[config.mk]
export PLATFORM = sky130hd
export DESIGN_NAME = ternary_weight_trainer
export DESIGN_NICKNAME = d
export VERILOG_FILES = /design/src/rtl/ternary_pkg.sv /design/src/rtl/ternary_weight_step.sv /design/src/rtl/ternary_weight_trainer.sv
export SDC_FILE = /design/constraint.sdc
export NUM_CORES = 1
export LEC_CHECK = 0
export CORE_MARGIN = 4
export CORE_UTILIZATION = 51
export CTS_CLUSTER_SIZE = 24
export DETAILED_ROUTE_END_ITERATION = 6
export HOLD_SLACK_MARGIN = 0.12
export PLACE_DENSITY = 0.84
export REMOVE_ABC_BUFFERS = 1
export SYNTH_ARGS = -nofsm -noshare
export SYNTH_HDL_FRONTEND = slang
export SYNTH_SLANG_ARGS = --single-unit
[constraint.sdc]
create_clock -name clk -period 2.6 [get_ports clk]
set_input_delay 0.65 -clock clk [delete_from_list [all_inputs] [get_ports clk]]
set_output_delay 0.65 -clock clk [all_outputs]
set_load 0.005 [all_outputs]
[src/rtl/ternary_pkg.sv]
// ternary_pkg
// Shared definitions for the ternary perceptron family. The trainer (writer)
// and the perceptron (reader) both import this package, so there is only one
// definition of the 2-bit crumb weight encoding.
//   - crumb constants: CRUMB_POS=01 (+1), CRUMB_NEG=11 (-1), CRUMB_ZERO=00 (0)
//   - tern_t: a signed 2-bit weight value (-1, 0, +1)
//   - trainer_state_t: trainer FSM states
//   - crumb_decode / crumb_encode helpers
package ternary_pkg;

  localparam logic [1:0] CRUMB_POS  = 2'b01;
  localparam logic [1:0] CRUMB_NEG  = 2'b11;
  localparam logic [1:0] CRUMB_ZERO = 2'b00;

  typedef logic signed [1:0] tern_t;

  // The two's-complement bit patterns of the weight values are the same as
  // the canonical crumb codes.
  localparam tern_t TERN_POS  = tern_t'(2'b01);
  localparam tern_t TERN_NEG  = tern_t'(2'b11);
  localparam tern_t TERN_ZERO = tern_t'(2'b00);

  typedef enum logic [1:0] {
    ST_IDLE,
    ST_EVAL,
    ST_UPDATE,
    ST_RESP
  } trainer_state_t;

  // The unused code 10 is treated as a zero weight.
  function automatic tern_t crumb_decode(input logic [1:0] crumb);
    case (crumb)
      CRUMB_POS: return TERN_POS;
      CRUMB_NEG: return TERN_NEG;
      default:   return TERN_ZERO;
    endcase
  endfunction

  // Only canonical codes are emitted; 10 never appears on the output.
  function automatic logic [1:0] crumb_encode(input tern_t w);
    case (w)
      TERN_POS: return CRUMB_POS;
      TERN_NEG: return CRUMB_NEG;
      default:  return CRUMB_ZERO;
    endcase
  endfunction

endpackage

[src/rtl/ternary_weight_step.sv]
// ternary_weight_step
// Combinational saturating +/-1 step for a single ternary weight.
// Ports:
//   w       in  current weight (-1, 0, +1)
//   en      in  apply the step; when low the weight passes through
//   up      in  1 = step towards +1, 0 = step towards -1
//   w_next  out stepped weight, clamped to the range -1..+1
module ternary_weight_step
  import ternary_pkg::*;
(
  input  tern_t w,
  input  logic  en,
  input  logic  up,
  output tern_t w_next
);

  // Stepping up from -1 gives 0, from 0 or +1 gives +1 (saturated), and
  // symmetrically for stepping down.
  always_comb begin
    w_next = w;
    if (en) begin
      if (up) begin
        if (w == TERN_NEG) w_next = TERN_ZERO;
        else               w_next = TERN_POS;
      end else begin
        if (w == TERN_POS) w_next = TERN_ZERO;
        else               w_next = TERN_NEG;
      end
    end
  end

endmodule

[src/rtl/ternary_weight_trainer.sv]
// ternary_weight_trainer
// Online trainer for the 4-input ternary perceptron. Evaluates binary samples
// against the current ternary weights (one weight per cycle), applies the
// saturating perceptron learning rule, and publishes the weights as packed
// 2-bit crumbs.
// Ports:
//   clk, reset          clock, synchronous active-high reset
//   weights_load/in     load packed crumb weights (IDLE only, wins over in_valid)
//   in_valid/in_ready   sample handshake; in_ready only in IDLE without a load
//   sample_x            binary inputs, bit i pairs with weight i
//   target              desired class (1 means sum > 0)
//   learn_en            0 = inference only
//   res_valid/res_ready result handshake; res_* stable while res_valid is high
//   res_pred/sum/err    prediction, signed dot product, misprediction flag
//   weights_out         current weights, canonical crumb encoding
//   err_count/err_clear saturating misprediction counter and its clear
module ternary_weight_trainer
  import ternary_pkg::*;
#(
  parameter int N_IN  = 4,
  parameter int SUM_W = 4
) (
  input  logic                    clk,
  input  logic                    reset,
  input  logic                    weights_load,
  input  logic [2*N_IN-1:0]       weights_in,
  input  logic                    in_valid,
  output logic                    in_ready,
  input  logic [N_IN-1:0]         sample_x,
  input  logic                    target,
  input  logic                    learn_en,
  output logic                    res_valid,
  input  logic                    res_ready,
  output logic                    res_pred,
  output logic signed [SUM_W-1:0] res_sum,
  output logic                    res_err,
  output logic [2*N_IN-1:0]       weights_out,
  output logic [7:0]              err_count,
  input  logic                    err_clear
);

  localparam int IDX_W = (N_IN > 1) ? $clog2(N_IN) : 1;
  localparam logic [IDX_W-1:0] LAST_IDX = IDX_W'(N_IN - 1);

  trainer_state_t           state;
  tern_t                    w      [N_IN];
  tern_t                    w_next [N_IN];
  logic [N_IN-1:0]          x_q;
  logic                     target_q;
  logic                     learn_q;
  logic [IDX_W-1:0]         idx;
  logic signed [SUM_W-1:0]  sum;
  logic signed [SUM_W-1:0]  w_ext;
  tern_t                    w_idx;
  logic                     upd_pred;
  logic                     upd_err;
  logic [N_IN-1:0]          step_en;

  assign in_ready = (state == ST_IDLE) && !weights_load;

  // Sign-extend the weight selected by idx to accumulator width.
  assign w_idx = w[idx];
  assign w_ext = {{(SUM_W-2){w_idx[1]}}, w_idx};

  // pred = (sum > 0): non-negative and non-zero, avoiding a mixed-sign compare.
  always_comb begin
    upd_pred = !sum[SUM_W-1] && (sum != '0);
    upd_err  = (upd_pred != target_q);
  end

  // Only weights whose input bit was set move, and only on a learning error.
  for (genvar i = 0; i < N_IN; i++) begin : g_step
    assign step_en[i] = (state == ST_UPDATE) && upd_err && learn_q && x_q[i];

    ternary_weight_step u_step (
      .w      (w[i]),
      .en     (step_en[i]),
      .up     (target_q),
      .w_next (w_next[i])
    );
  end

  always_comb begin
    weights_out = '0;
    for (int i = 0; i < N_IN; i++) begin
      weights_out[2*i +: 2] = crumb_encode(w[i]);
    end
  end

  always_ff @(posedge clk) begin
    if (reset) begin
      state     <= ST_IDLE;
      for (int i = 0; i < N_IN; i++) w[i] <= TERN_ZERO;
      x_q       <= '0;
      target_q  <= 1'b0;
      learn_q   <= 1'b0;
      idx       <= '0;
      sum       <= '0;
      res_valid <= 1'b0;
      res_pred  <= 1'b0;
      res_sum   <= '0;
      res_err   <= 1'b0;
    end else begin
      case (state)
        ST_IDLE: begin
          if (weights_load) begin
            for (int i = 0; i < N_IN; i++) w[i] <= crumb_decode(weights_in[2*i +: 2]);
          end else if (in_valid) begin
            x_q      <= sample_x;
            target_q <= target;
            learn_q  <= learn_en;
            sum      <= '0;
            idx      <= '0;
            state    <= ST_EVAL;
          end
        end
        ST_EVAL: begin
          if (x_q[idx]) sum <= sum + w_ext;
          if (idx == LAST_IDX) state <= ST_UPDATE;
          else                 idx   <= idx + IDX_W'(1);
        end
        ST_UPDATE: begin
          for (int i = 0; i < N_IN; i++) w[i] <= w_next[i];
          res_pred  <= upd_pred;
          res_sum   <= sum;
          res_err   <= upd_err;
          res_valid <= 1'b1;
          state     <= ST_RESP;
        end
        ST_RESP: begin
          if (res_ready) begin
            res_valid <= 1'b0;
            state     <= ST_IDLE;
          end
        end
        default: state <= ST_IDLE;
      endcase
    end
  end

  // A clear wins over a coincident increment so the count ends at zero.
  always_ff @(posedge clk) begin
    if (reset || err_clear) begin
      err_count <= '0;
    end else if ((state == ST_UPDATE) && upd_err && (err_count != 8'hFF)) begin
      err_count <= err_count + 8'd1;
    end
  end

endmodule

# Word-level counts from Yosys, hierarchy flattened
# Memory sizes are Yosys's and may differ from the RTL's. A register that Yosys moved wholly into a read port is not among the register bits.
# Cells that the tools add are included.
# word_totals
reg_bits,29
wordCells,154
ramBits,8
mem_count,1
input_bits,20
# op_classes
addsub,3
n_reduce_logical,21
n_lt_le_gt_ge,1
muxes,72
bitwise_logic,9
eq_ne,36
# memory_table
memory,depth,word_bits,rd,rd_clocked_by_memory_dff,write_ports,line_no,source
w,4,2,5,1,4,ternary_weight_trainer.sv:46,tern_t w [N_IN];
# op_table
cell,count
2-to-1 mux 2 bit,41
one-hot mux 2 bit (2 select lines),9
"equality test 2 bit, second input constant",15
"equality test 2 x 1 -> 1 bit, second input constant",13
2-to-1 mux 1 bit,15
2-to-1 mux 4 bit,3
"!= test 2 bit, second input constant",6
AND reduction 4 bit,3
logical AND 1 bit,9
"adder 8 x 1 -> 8 bit, second input constant",1
"!= test 8 bit, second input constant",1
OR 1 bit,8
one-hot mux 2 bit (4 select lines),1
one-hot mux 4 bit (2 select lines),1
adder 4 x 2 -> 4 bit,1
nonzero test 2 bit,2
nonzero test 4 bit,1
"< comparator 2 x 3 -> 1 bit, second input constant",1
AND reduction 3 bit,1
"adder 2 x 1 -> 2 bit, second input constant",1
binary-select mux 1 bit (select 2 bit),1
logical NOT 1 bit,2
logical NOT 2 bit,1
one-hot mux 1 bit (2 select lines),1
other kinds (4),4

# Logic depth before layout (Yosys ltp)
# Gate-level depths: netlist (run 1).
# logic_depth
depth_word,8
mapped_depth,7
mapped_depth_nobuf,7

# Cells and area by module
# A second synthesis (run 1) with hierarchy kept.
# unflattened
cells_unflattened,245
hier_area_um2,2183.3
# modules_own_cells
mod,n_inst,seq_area_each_um2,area_per_inst_um2,cells_each
ternary_weight_trainer,1,860.8,2023.2,221
ternary_weight_step,4,0.0,40.0,6

# Worst setup path before layout (run 1)
# No wires, ideal clock.
# synth_path
path_type,reg-to-reg
startpoint,memory w[3][1] in the netlist's numbering
endpoint,register sum[3]
n_path_buf,0
setup_time_ns,0.066
stages_incl_launch_ff,8
t_required_ns,2.534
path_slack_ns,0.459
arrival_ns,2.075
path_cell_list,edfxtp_1 mux4_2 ha_1 and3_1 or3_4 a21oi_2 o21ai_1 a21oi_2
# synth_rtl
item,line_no,source
"start, declared",ternary_weight_trainer.sv:46,
"end signal, assigned",ternary_weight_trainer.sv:118,if (x_q[idx]) sum <= sum + w_ext;
"end, declared",ternary_weight_trainer.sv:52,logic signed [SUM_W-1:0] sum;

# Worst setup path in the final report (run 1)
# layout_path
startpoint,input port weights_load
endpoint,output port in_ready
# layout_between
elab_chain_len,2
# layout_rtl
item,line_no,source
"start, declared",ternary_weight_trainer.sv:25,"input logic weights_load,"
logical NOT 1 bit,ternary_weight_trainer.sv:59,assign in_ready = (state == ST_IDLE) && !weights_load;
logical AND 1 bit,ternary_weight_trainer.sv:59,
"end, declared",ternary_weight_trainer.sv:28,"output logic in_ready,"
# No other way between the ends.

==> key figures, run 1 <==
Outcome
  • Outcome: finished clean

Final layout
  • Share of cells above drive strength 1: 0.0706
  • Sequential Area: 861 um^2
  • Final Instance Count excl. Fillers: 319
  • Final #Nets: 298
  • # fillers: 340
  • P&R area growth vs syn: 26.5%
  • Multi-input gate area: 1150 um^2
  • Antenna cells: 0

CTS
  • Clock sinks: 39
  • H-tree Lvls: 2
  • CTS tree: built
  • Worst-Skew Late Latency: 0.29 ns
  • Post_cts resized: 0
  • Hold Buf Count CTS: 0
  • TritonCTS Buffers: 5
  • Worst-path clk slew: 0.07 ns
  • Setup Fix Bufs, Post-CTS: 0
  • CTS root buffer: clkbuf_8
  • Clock Tree Buf Depth: 2

Critical path
  • Setup CP Type: primary input to output pin
  • FF-to-FF setup slack: 0.33 ns
  • Worst r2r dst: sum[3]
  • Crit path required time: 1.95 ns
  • Reg2reg start: w[1][1]
  • CP startpoint kind: primary input
  • Worst Setup End Kind: output pin
  • Crit-path max FO: 4
  • Worst Reg-to-Reg Cells: 7
  • Critical path arrival: 1.83 ns

Synth
  • Synth Cell Area: 2100 um^2
  • Seq cells post-synth: 39
  • Post-Syn Instances: 228
  • Adder-cell share of the synthesized area: 0.0631
  • Post-synthesis simple-gate area fraction: 0.209
  • Largest family of logic cells by synthesized area: simple AND/OR/NAND/NOR gates
  • Post-synthesis mux area share: 0.0714
  • Synth Area in Compound Gates: 0.185
  • Xor/xnor share of the synthesized area: 0.0208
  • Synth area leaders: dfxtp_1 (30%), edfxtp_1 (11%), ha_1 (5.4%)
  • Synth top cells by count: dfxtp_1 (31), a21oi_1 (21), nor2_1 (18), nand2_1 (14), nand3_1 (11)
  • Top FF cell, synth: dfxtp_1
  • Synth warn: 0
  • Cell with the most instances after synthesis: dfxtp_1
  • Post-synth EDFFs: 8
  • Fraction of registers with async set/reset: 0
  • Synth area leader: dfxtp_1
  • Seq/Total Area, Yosys: 0.410
  • Syn_area_per_cell: 9.22 um^2
  • Share of the synthesized area in the top cell type: 0.295
  • Synth cell types: 48

Floorplanning
  • Row count: 23
  • Starting Density: 0.525
  • Die area: 5210 um^2
  • Core ar.: 4000 um^2
  • Ports: 44
  • Die H: 72.2 um
  • Die span in x: 72.2 um

Drt
  • Total Wirelength: 4.73 mm
  • Routed wire length per instance: 14.8 um
  • Initial DRC count: 120
  • Detail Route Antenna Nets: 0
  • Residual DRC: 0
  • Initial DRT Pass Iterations: 5
  • Detailed-route via count: 1868
  • DR vias/cell: 5.86

STA
  • Clock skew: 0.00309 ns
  • Final setup viols: 0
  • Pins Over Slew Limit: 0
  • Fmax achieved: 0.403 GHz
  • Hold WS: 0.463 ns
  • Final min period: 2.48 ns
  • Final Cycle Share: 0.955
  • RSZ-0062 raised after global routing: no
  • Final hold vios: 0
  • Least-Margin Pin Slew: 0.537 ns
  • Relative slew slack: 0.632
  • Setup TNS: 0 ns

Worst hold path
  • Hold crit path type: flip-flop to flip-flop
  • Hold Path End: learn_q
  • Number of cells on the worst hold path: 2
  • Hold wc startpoint: learn_q

Power
  • Max VDD drop: 0.498 mV
  • Sw frac: 0.345
  • Part of the power in registers: 0.423
  • Power share of the clock group: 0.204
  • P_int: 1.26 mW
  • Psw: 0.664 mW
  • Combinational power share: 0.373
  • Power, Total: 1.93 mW
  • PD cells: 724 nW/um^2
  • Leak: 1.01 nW

Job
  • Max-cap violations: 0

Global routing
  • Vias in the first global route: 1784
  • Initial antenna violation count: 0
  • Total GRT Usage: 0.193
  • Largest net degree at the start of global routing: 30
  • Grt ovf: 0
  • Global-route wire length before repair: 7.89 mm

Placement
  • HPWL Detailed: 3.54 mm
  • GPL Wtd Cong: 0.817
  • Cells after DPL: 311
  • PortBufs: 43
## cells by family after synthesis
family,after synthesis
simple gates,82
compound gates,58
flops,39
buf+inv,22
mux,12
fa+ha+maj,10
xor+xnor,5
## per-layer routing
layer,part of all wire,track usage,up-vias
met5,0,0,-
li1,-,-,906
met3,0.044,0.0291,12
met1,0.46,0.259,891
met2,0.47,0.299,59
met4,0.026,0.100,0
## worst max-delay path by stage
stage / startpoint / to / slack, ns / cells past startpoint
2_1_floorplan: w[3][1] / sum[3] / 0.46 / 7
3_3_place_gp: weights_load / in_ready / 0.17 / 3
3_5_place_dp: weights_load / in_ready / 0.12 / 3
4_1_cts: weights_load / in_ready / 0.11 / 3
5_1_grt: weights_load / in_ready / 0.07 / 3
6_report: weights_load / in_ready / 0.12 / 3
## worst max-delay path, stage by stage
cell and delay (ns):
clkdlybuf4s50_1 0.46, nor2b_1 0.19, clkdlybuf4s50_1 0.53
## power by group through the flow
stage	logic, mW	clock network [mW]	registers (mW)
2_1_floorplan	0.460	0	0.804
3_3_place_gp	0.689	0	0.823
3_5_place_dp	0.713	0	0.828
4_1_cts	0.721	0.404	0.816
5_1_grt	0.790	0.422	0.834
6_report	0.719	0.393	0.815
## cell type report
type	instances	share of cell area
multi-input combinational	167	0.434
sequential	39	0.324
timing repair buffer	47	0.178
clock buffer	6	0.0273
tap	50	0.0235
inverter	8	0.0113
clock inverter	2	0.00282
## cells in the final DEF, fill, tap and decap left out, types with 2 or more instances in the layout
master            n
nand4_1           3
clkdlybuf4s50_1  43
nor2b_1           4
nor3_2            2
a21oi_2           2
o21a_1            2
and2_1            5
nor3_1            3
mux2i_1           9
xnor2_1           5
o21ai_0           6
ha_1              9
clkinv_1          2
clkbuf_8          5
inv_1             8
or4_1             2
o31ai_1           3
nor2_1           18
a21oi_1          21
edfxtp_1          8
nand2b_1          4
a32o_1            3
o311ai_0          2
buf_4             3
a21o_1            8
o41ai_1           2
or3_1             3
nand2_1          14
dfxtp_1          31
nand3_1          11
and3_1            6
nor4b_1           2
## state kept, by name (all words and copies together) (netlist names), 2 cells and up, named ones only
signal     cells
err_count      8
idx            2
res_sum        4
state          2
sum            4
w              8
x_q            4
## stage by stage
step	setup WS (ns)	area, um^2	util
CTS	0.106	2660	0.665
detailed placement	0.122	2580	0.645
finish	0.117	2660	0.665
global route	0.0709	2660	0.665
floorplan	0.459	2040	-
global placement	0.166	2580	0.645
(Power assumes the default switching activity.)
==> inputs of run 2 (changes only) <==
--- a/config.mk
+++ b/config.mk
@@ -5,7 +5,6 @@
 export SDC_FILE = /design/constraint.sdc
 export NUM_CORES = 1
 export LEC_CHECK = 0
-export CORE_MARGIN = 4
 export CORE_UTILIZATION = 51
 export CTS_CLUSTER_SIZE = 24
 export DETAILED_ROUTE_END_ITERATION = 6
==> key figures, run 2 (same netlist as run 1, synthesis figures left out) <==
Power
  • Part of the power in registers: 0.422
  • Psw: 0.667 mW
  • P_int: 1.28 mW
  • Power share of the clock group: 0.200
  • Leak: 1.02 nW
  • Combinational power share: 0.379
  • PD cells: 730 nW/um^2
  • Sw frac: 0.343
  • Max VDD drop: 0.452 mV

STA
  • RSZ-0062 raised after global routing: no
  • Hold WS: 0.459 ns
  • Fmax achieved: 0.403 GHz
  • Final setup viols: 0
  • Final worst slack: 0.117 ns
  • Pins Over Slew Limit: 0
  • Setup TNS: 0 ns
  • Final Cycle Share: 0.955
  • Relative slew slack: 0.681
  • Final min period: 2.48 ns
  • Final hold vios: 0
  • Clock skew: 0.0156 ns
  • Least-Margin Pin Slew: 0.474 ns

CTS
  • Post_cts resized: 0
  • Setup Fix Bufs, Post-CTS: 0
  • TritonCTS Buffers: 5
  • Worst-path clk slew: 0.07 ns
  • Clock Tree Buf Depth: 2
  • Clock sinks: 39
  • H-tree Lvls: 2
  • Worst-Skew Late Latency: 0.29 ns
  • Hold Buf Count CTS: 0
  • CTS root buffer: clkbuf_8
  • CTS tree: built

Drt
  • Total Wirelength: 4.68 mm
  • Detail Route Antenna Nets: 0
  • Detailed-route via count: 1859
  • Initial DRT Pass Iterations: 4
  • Routed wire length per instance: 14.7 um
  • DR vias/cell: 5.85
  • Initial DRC count: 109
  • Residual DRC: 0

Critical path
  • Worst Setup End Kind: output pin
  • Critical path arrival: 1.83 ns
  • Crit path required time: 1.95 ns
  • Setup CP Type: primary input to output pin
  • Crit-path max FO: 4
  • CP startpoint kind: primary input

Floorplanning
  • Row count: 22
  • Core ar.: 3800 um^2
  • Die area: 4380 um^2
  • Die span in x: 66.2 um
  • Starting Density: 0.553
  • Ports: 44
  • Die H: 66.2 um

Placement
  • HPWL Detailed: 3.49 mm
  • PortBufs: 43
  • GPL Wtd Cong: 0.807
  • Worst slack, placed: 0.117 ns

Global routing
  • Total GRT Usage: 0.228
  • Initial antenna violation count: 0
  • Vias in the first global route: 1728
  • Grt ovf: 0
  • Global-route wire length before repair: 7.58 mm
  • Largest net degree at the start of global routing: 30

Outcome
  • Outcome: finished clean

Final layout
  • Antenna cells: 0
  • Final #Nets: 299
  • Share of cells above drive strength 1: 0.0741
  • P&R area growth vs syn: 26.8%
  • Largest registers: err_count x8, w x8
  • Commonest non-fill, non-tap cell in the layout: clkdlybuf4s50_1
  • Most frequent cells in the layout: clkdlybuf4s50_1 (43), dfxtp_1 (31), a21oi_1 (21), nor2_1 (18), nand2_1 (14)

Worst hold path
  • Hold crit path type: flip-flop to flip-flop

Job
  • Max-cap violations: 0
[run 2: cell count changes in the layout (fill, tap and decap cells not counted)]
cell	previous run	this run
clkinv_1	2	0
buf_4	3	4
clkbuf_1	1	3
[run 2: cell type report]
| type | instances | area (um^2) |
|---|---|---|
| inverter | 8 | 30.0 |
| fill | 309 | 1130 |
| tap | 48 | 60.1 |
| sequential | 39 | 861 |
| clock buffer | 8 | 80.1 |
| timing repair buffer | 48 | 480 |
| multi-input combinational | 167 | 1150 |
[run 2: critical path, cell delays in order]
cell and delay, ns:
clkdlybuf4s50_1 0.46, nor2b_1 0.19, clkdlybuf4s50_1 0.53
[run 2: power groups by stage]
stage / Sequential, mW / Clock [mW] / Combinational (mW)
floorplan: 0.804 / 0 / 0.460
global placement: 0.823 / 0 / 0.702
detailed placement: 0.827 / 0 / 0.729
CTS: 0.816 / 0.390 / 0.733
global route: 0.832 / 0.428 / 0.802
finish: 0.821 / 0.388 / 0.737
[run 2: metal layers]
layer,vias to the layer above,track usage,wire length [um]
met3,5,0.0414,221
met2,42,0.390,2300
met4,0,0.0718,52
met5,-,0,0
li1,905,-,-
met1,907,0.288,2110
[run 2: path summary, 6_finish.rpt]
path	from	to	slack, ns	cells after the start
setup / recovery	weights_load	in_ready	0.12	3
hold / removal	learn_q	learn_q	0.46	2
setup reg to reg	w[1][1]	sum[3]	0.28	7
hold reg to reg	learn_q	learn_q	0.46	2
[run 2: per-stage QoR]
stage / total power [mW] / cells / instance area, um^2 / util
floorplan: 1.26 / 214 / 2040 / -
global placement: 1.52 / 310 / 2580 / 0.681
detailed placement: 1.56 / 310 / 2580 / 0.681
CTS: 1.94 / 318 / 2670 / 0.702
global route: 2.06 / 318 / 2670 / 0.702
finish: 1.95 / 318 / 2670 / 0.702
==> variant 1: new RTL, config.mk and constraints of run 2 <==
Set the parameter `SUM_W` to 3 (it was 4).
--- a/src/rtl/ternary_weight_trainer.sv
+++ b/src/rtl/ternary_weight_trainer.sv
@@ -18,7 +18,7 @@
   import ternary_pkg::*;
 #(
   parameter int N_IN  = 4,
-  parameter int SUM_W = 4
+  parameter int SUM_W = 3
 ) (
   input  logic                    clk,
   input  logic                    reset,
Interface: changed (resized res_sum); port bits go from 44 to 43. The function was not compared with the original's and may differ.
==> variant 1 against run 2 <==
Count of clock-buffer cells in the layout is 2 lower. Sequential cell count is 2 lower. Synthesized area is 1.0% lower. Setup slack better by 0.075 ns. Total power is 8.3% lower. Final area is 2.2% lower. Clock skew is 0.011 ns lower. Critical path depth stayed put. Wire length is 5.4% lower. Worst hold slack better by 0.010 ns. Critical path type unchanged.
==> variant 1: results (changes against run 2) <==
metal3 WL -> 330 um (+49%)
Clock Skew -> 0.00488 ns (-0.0107 ns)
met2 wire len -> 2090 um (-9.3%)
leading cell types by count after synthesis -> nand2_1, dfxtp_1, nor2_1
port buffer count -> 42 (-2.3%)
sequential share of the synthesized area -> 0.394 (-0.0151)
first-pass GRT wire length -> 7460 um (-1.6%)
Fillers -> 314 (+1.6%)
placed wire-length estimate -> 3450 um (-1.2%)
Placed Cells -> 306 (-1.3%)
R2R depth -> 6 (-1)
routed len/inst -> 14.2 um (-3.9%)
Synth area leaders -> dfxtp_1, edfxtp_1, mux2i_1
nets@finish -> 293 (-2.0%)
1st-iter DRT viols -> 149 (+37%)
worst slew pin tran -> 0.566 ns (+0.0914 ns)
RD Place Congestion -> 0.808 (+0.11%)
Worst-path clk slew -> 0.07 ns (about the same)
post-DR vias/cell -> 5.68 (-2.8%)
peak supply drop -> 0.000472 V (+4.5%)
share of layout cells above drive strength 1 -> 0.0642 (-0.00992)
vias in the first global route -> 1,600 (-7.4%)
largest net degree at the start of global routing -> 21 (-30%)
GRT Util Overall -> 0.234 (+0.00647)
pre-CTS WS -> 0.189 ns (+0.0724 ns)
status -> completed
Worst Hold Path Cells -> 2 (unchanged)
Layout Cells excl Fill -> 313 (-1.6%)
variant 1: worst max-delay path, cell delays in order:
cell             delay [ns]
clkdlybuf4s50_1        0.47
nor2b_1                0.13
clkdlybuf4s50_1        0.50
variant 1: logic make-up (layout without fill, tap and decap cells):
| kind of cell | count (synthesis) | count (layout) | synth area share |
|---|---|---|---|
| and+or+nand+nor | 93 | 93 | 0.226 |
| AOI/OAI and AO/OA | 42 | 42 | 0.148 |
| DFF | 37 | 37 | 0.394 |
| buffers and inverters | 23 | 63 | 0.0457 |
| muxes | 15 | 15 | 0.0920 |
| adders and majority gates | 8 | 8 | 0.0517 |
| xor gates and xnor gates | 7 | 7 | 0.0421 |
variant 1: layout make-up:
type	instances	share of cell area
Inverter	11	0.0158
Tap cell	48	0.0230
Multi-Input combinational cell	165	0.447
Sequential cell	37	0.315
Clock buffer	6	0.0278
Timing Repair Buffer	45	0.170
Clock inverter	1	0.00144
variant 1: routing by layer:
metal | GRT usage | vias to the layer above
met5 | 0 | -
met4 | 0.0897 | 0
met3 | 0.0759 | 7
met2 | 0.360 | 68
met1 | 0.303 | 822
li1 | - | 882
variant 1: worst paths after layout:
check,end,slack [ns],startpoint
worst min register to register,res_pred,0.47,res_pred
worst max-delay path,in_ready,0.19,weights_load
worst max register to register,sum[1],0.44,w[0][0]
worst min-delay path,res_pred,0.47,res_pred
variant 1: stage by stage:
stage / area [um^2] / total power, uW
3_5_place_dp: 2530 / 1420
2_1_floorplan: 2030 / 1170
5_1_grt: 2610 / 1900
3_3_place_gp: 2530 / 1400
4_1_cts: 2610 / 1790
6_report: 2610 / 1780
variant 1: power by group:
group	switching, uW	internal (uW)	leakage (uW)	total [uW]
Sequential	90.4	683	0.000321	773
Combinational	328	314	0.000589	642
Clock	189	181	0.0000387	370
Total	608	1180	0.000948	1780
==> variant 2: new RTL, settings of run 2 <==
Without the edit above. Register the output `err_count` once more; this adds one clock of latency there. The other outputs are not delayed to match.
--- a/src/rtl/ternary_weight_trainer.sv
+++ b/src/rtl/ternary_weight_trainer.sv
@@ -41,6 +41,8 @@
 
   localparam int IDX_W = (N_IN > 1) ? $clog2(N_IN) : 1;
   localparam logic [IDX_W-1:0] LAST_IDX = IDX_W'(N_IN - 1);
+
+  logic [7:0] err_count_s0;
 
   trainer_state_t           state;
   tern_t                    w      [N_IN];
@@ -141,10 +143,14 @@
   // A clear wins over a coincident increment so the count ends at zero.
   always_ff @(posedge clk) begin
     if (reset || err_clear) begin
-      err_count <= '0;
-    end else if ((state == ST_UPDATE) && upd_err && (err_count != 8'hFF)) begin
-      err_count <= err_count + 8'd1;
+      err_count_s0 <= '0;
+    end else if ((state == ST_UPDATE) && upd_err && (err_count_s0 != 8'hFF)) begin
+      err_count_s0 <= err_count_s0 + 8'd1;
     end
+  end
+
+  always_ff @(posedge clk) begin
+    err_count <= err_count_s0;
   end
 
 endmodule
Formal check against the unedited RTL: not equivalent (a bounded check fails within 10 cycles, from zero or initial values and one cycle with reset high).
==> variant 2 against run 2 <==
Global-route usage fell by 1.6 points. Clock skew fell by 0.0030 ns. Via count fell by 3.9%. Setup slack improved by 0.042 ns. Total power rose by 6.2%. Sequential cell count rose by 8. Worst hold slack got worse by 0.071 ns. Wire length fell by 2.5%. Final area rose by 5.1%. Synthesized area rose by 6.2%. Critical path type unchanged. Critical endpoint unchanged. Largest cell class unchanged. Highest routed layer unchanged.
==> variant 2: results (changes against run 2) <==
port buffer count -> 43 (unchanged)
worst min path class -> flop to flop
via count -> 1,786 (-3.9%)
Leak Pwr -> 0.00110 uW (+7.5%)
R2R depth -> 7 (unchanged)
biggest registers after layout -> err_count x8, err_count_s0 x8, w x8
placed wire-length estimate -> 3420 um (-2.0%)
Overall Power -> 2070 uW (+6.2%)
share of layout cells above drive strength 1 -> 0.0738 (-0.000273)
worst reg2reg endpoint -> sum[3]
CP arrival -> 1.79 ns (-0.04 ns)
leading cell types by count after synthesis -> dfxtp_1, nor2_1, a21oi_1
Hold Crit Endpoint -> err_count[6]
P_clk -> 489 uW (+26%)
ANT cells -> 0 (unchanged)
largest net degree at the start of global routing -> 25 (-17%)
Synthesis Warnings -> 0 (unchanged)
Hold Crit Start -> err_count_s0[6]
worst reg-to-reg setup slack -> 0.25 ns (-0.03 ns)
CTS resizes -> 0 (unchanged)
RR Startpoint -> w[3][1]
CP top delay family -> buffers and inverters
Synth area leaders -> dfxtp_1, edfxtp_1, mux2i_1
clock latency on the worst-skew pair -> 0.30 ns
Clock Skew -> 0.0126 ns (-0.00299 ns)
peak supply drop -> 0.000362 V (-20%)
CP peak stage delay -> 0.50 ns (-0.03 ns)
Worst Hold Path Cells -> 0 (-2)
GRT Util Overall -> 0.211 (-0.0163)
first-pass GRT wire length -> 7160 um (-5.6%)
CP max stage cell -> clkdlybuf4s50_1
clock buffer depth -> 2 (unchanged)
Switching Fraction -> 0.312 (-0.0303)
vias in the first global route -> 1,616 (-6.5%)
drt total wl -> 4570 um (-2.5%)
H-tree Lvls -> 2 (unchanged)
nets@finish -> 300 (+0.33%)
worst slew pin tran -> 0.496 ns (+0.0220 ns)
number of flops mapped to enable cells by yosys -> 8 (unchanged)
comb pwr -> 645 uW (-12%)
Worst-path clk slew -> 0.08 ns
cts bufs inserted -> 5 (unchanged)
CP Max Fanout -> 6 (+2)
RD Place Congestion -> 0.809 (+0.15%)
DR pass1 iterations -> 4 (unchanged)
sequential share of the synthesized area -> 0.457 (+0.0479)
initial antenna violation count -> 0 (unchanged)
1st-iter DRT viols -> 58 (-47%)
Post-CTS Repair Setup Buffers -> 0 (unchanged)
Netlist cell types -> 47 (-2.1%)
status -> completed
variant 2: routing by layer:
metal | share of wire | vias to the layer above | global-route usage
li1 | - | 894 | -
met1 | 0.44 | 844 | 0.247
met2 | 0.49 | 42 | 0.365
met3 | 0.054 | 6 | 0.0700
met4 | 0.012 | 0 | 0.0625
met5 | 0 | - | 0
variant 2: worst max-delay path by stage:
stage	from	to	slack (ns)
after detailed placement	weights_load	in_ready	0.16
after CTS	state[0]	in_ready	0.11
after global placement	weights_load	in_ready	0.21
final	weights_load	in_ready	0.16
after global routing	state[0]	in_ready	0.06
after floorplan	w[3][1]	sum[3]	0.43
variant 2: logic make-up (layout without fill, tap and decap cells):
kind of cell    Yosys count  count (layout)  share of synthesized area
flops                    47              47                      0.457
simple gates             83              83                      0.197
compound gates           46              46                      0.129
mux                      17              17                     0.0959
fa+ha+maj                10              10                     0.0594
buf+inv                  22              63                     0.0415
xor+xnor                  5               5                     0.0196
variant 2: area by class of cell:
class,instances,area (um^2)
fillers,336,1290
multi-input cells,161,1120
flip-flops and latches,47,1020
repair buffers,47,460
clock buffers,7,97.6
well taps,50,62.6
inverters,8,30.0
clock inverters,1,7.51
variant 2: through the flow:
| stage | cells | hold slack, ns | worst slack (ns) | instance area (um^2) |
|---|---|---|---|---|
| 2_1_floorplan | 216 | 0.360 | 0.430 | 2170 |
| 3_3_place_gp | 313 | 0.373 | 0.214 | 2690 |
| 3_5_place_dp | 313 | 0.380 | 0.165 | 2690 |
| 4_1_cts | 321 | 0.392 | 0.108 | 2800 |
| 5_1_grt | 321 | 0.408 | 0.0611 | 2800 |
| 6_report | 321 | 0.388 | 0.158 | 2800 |
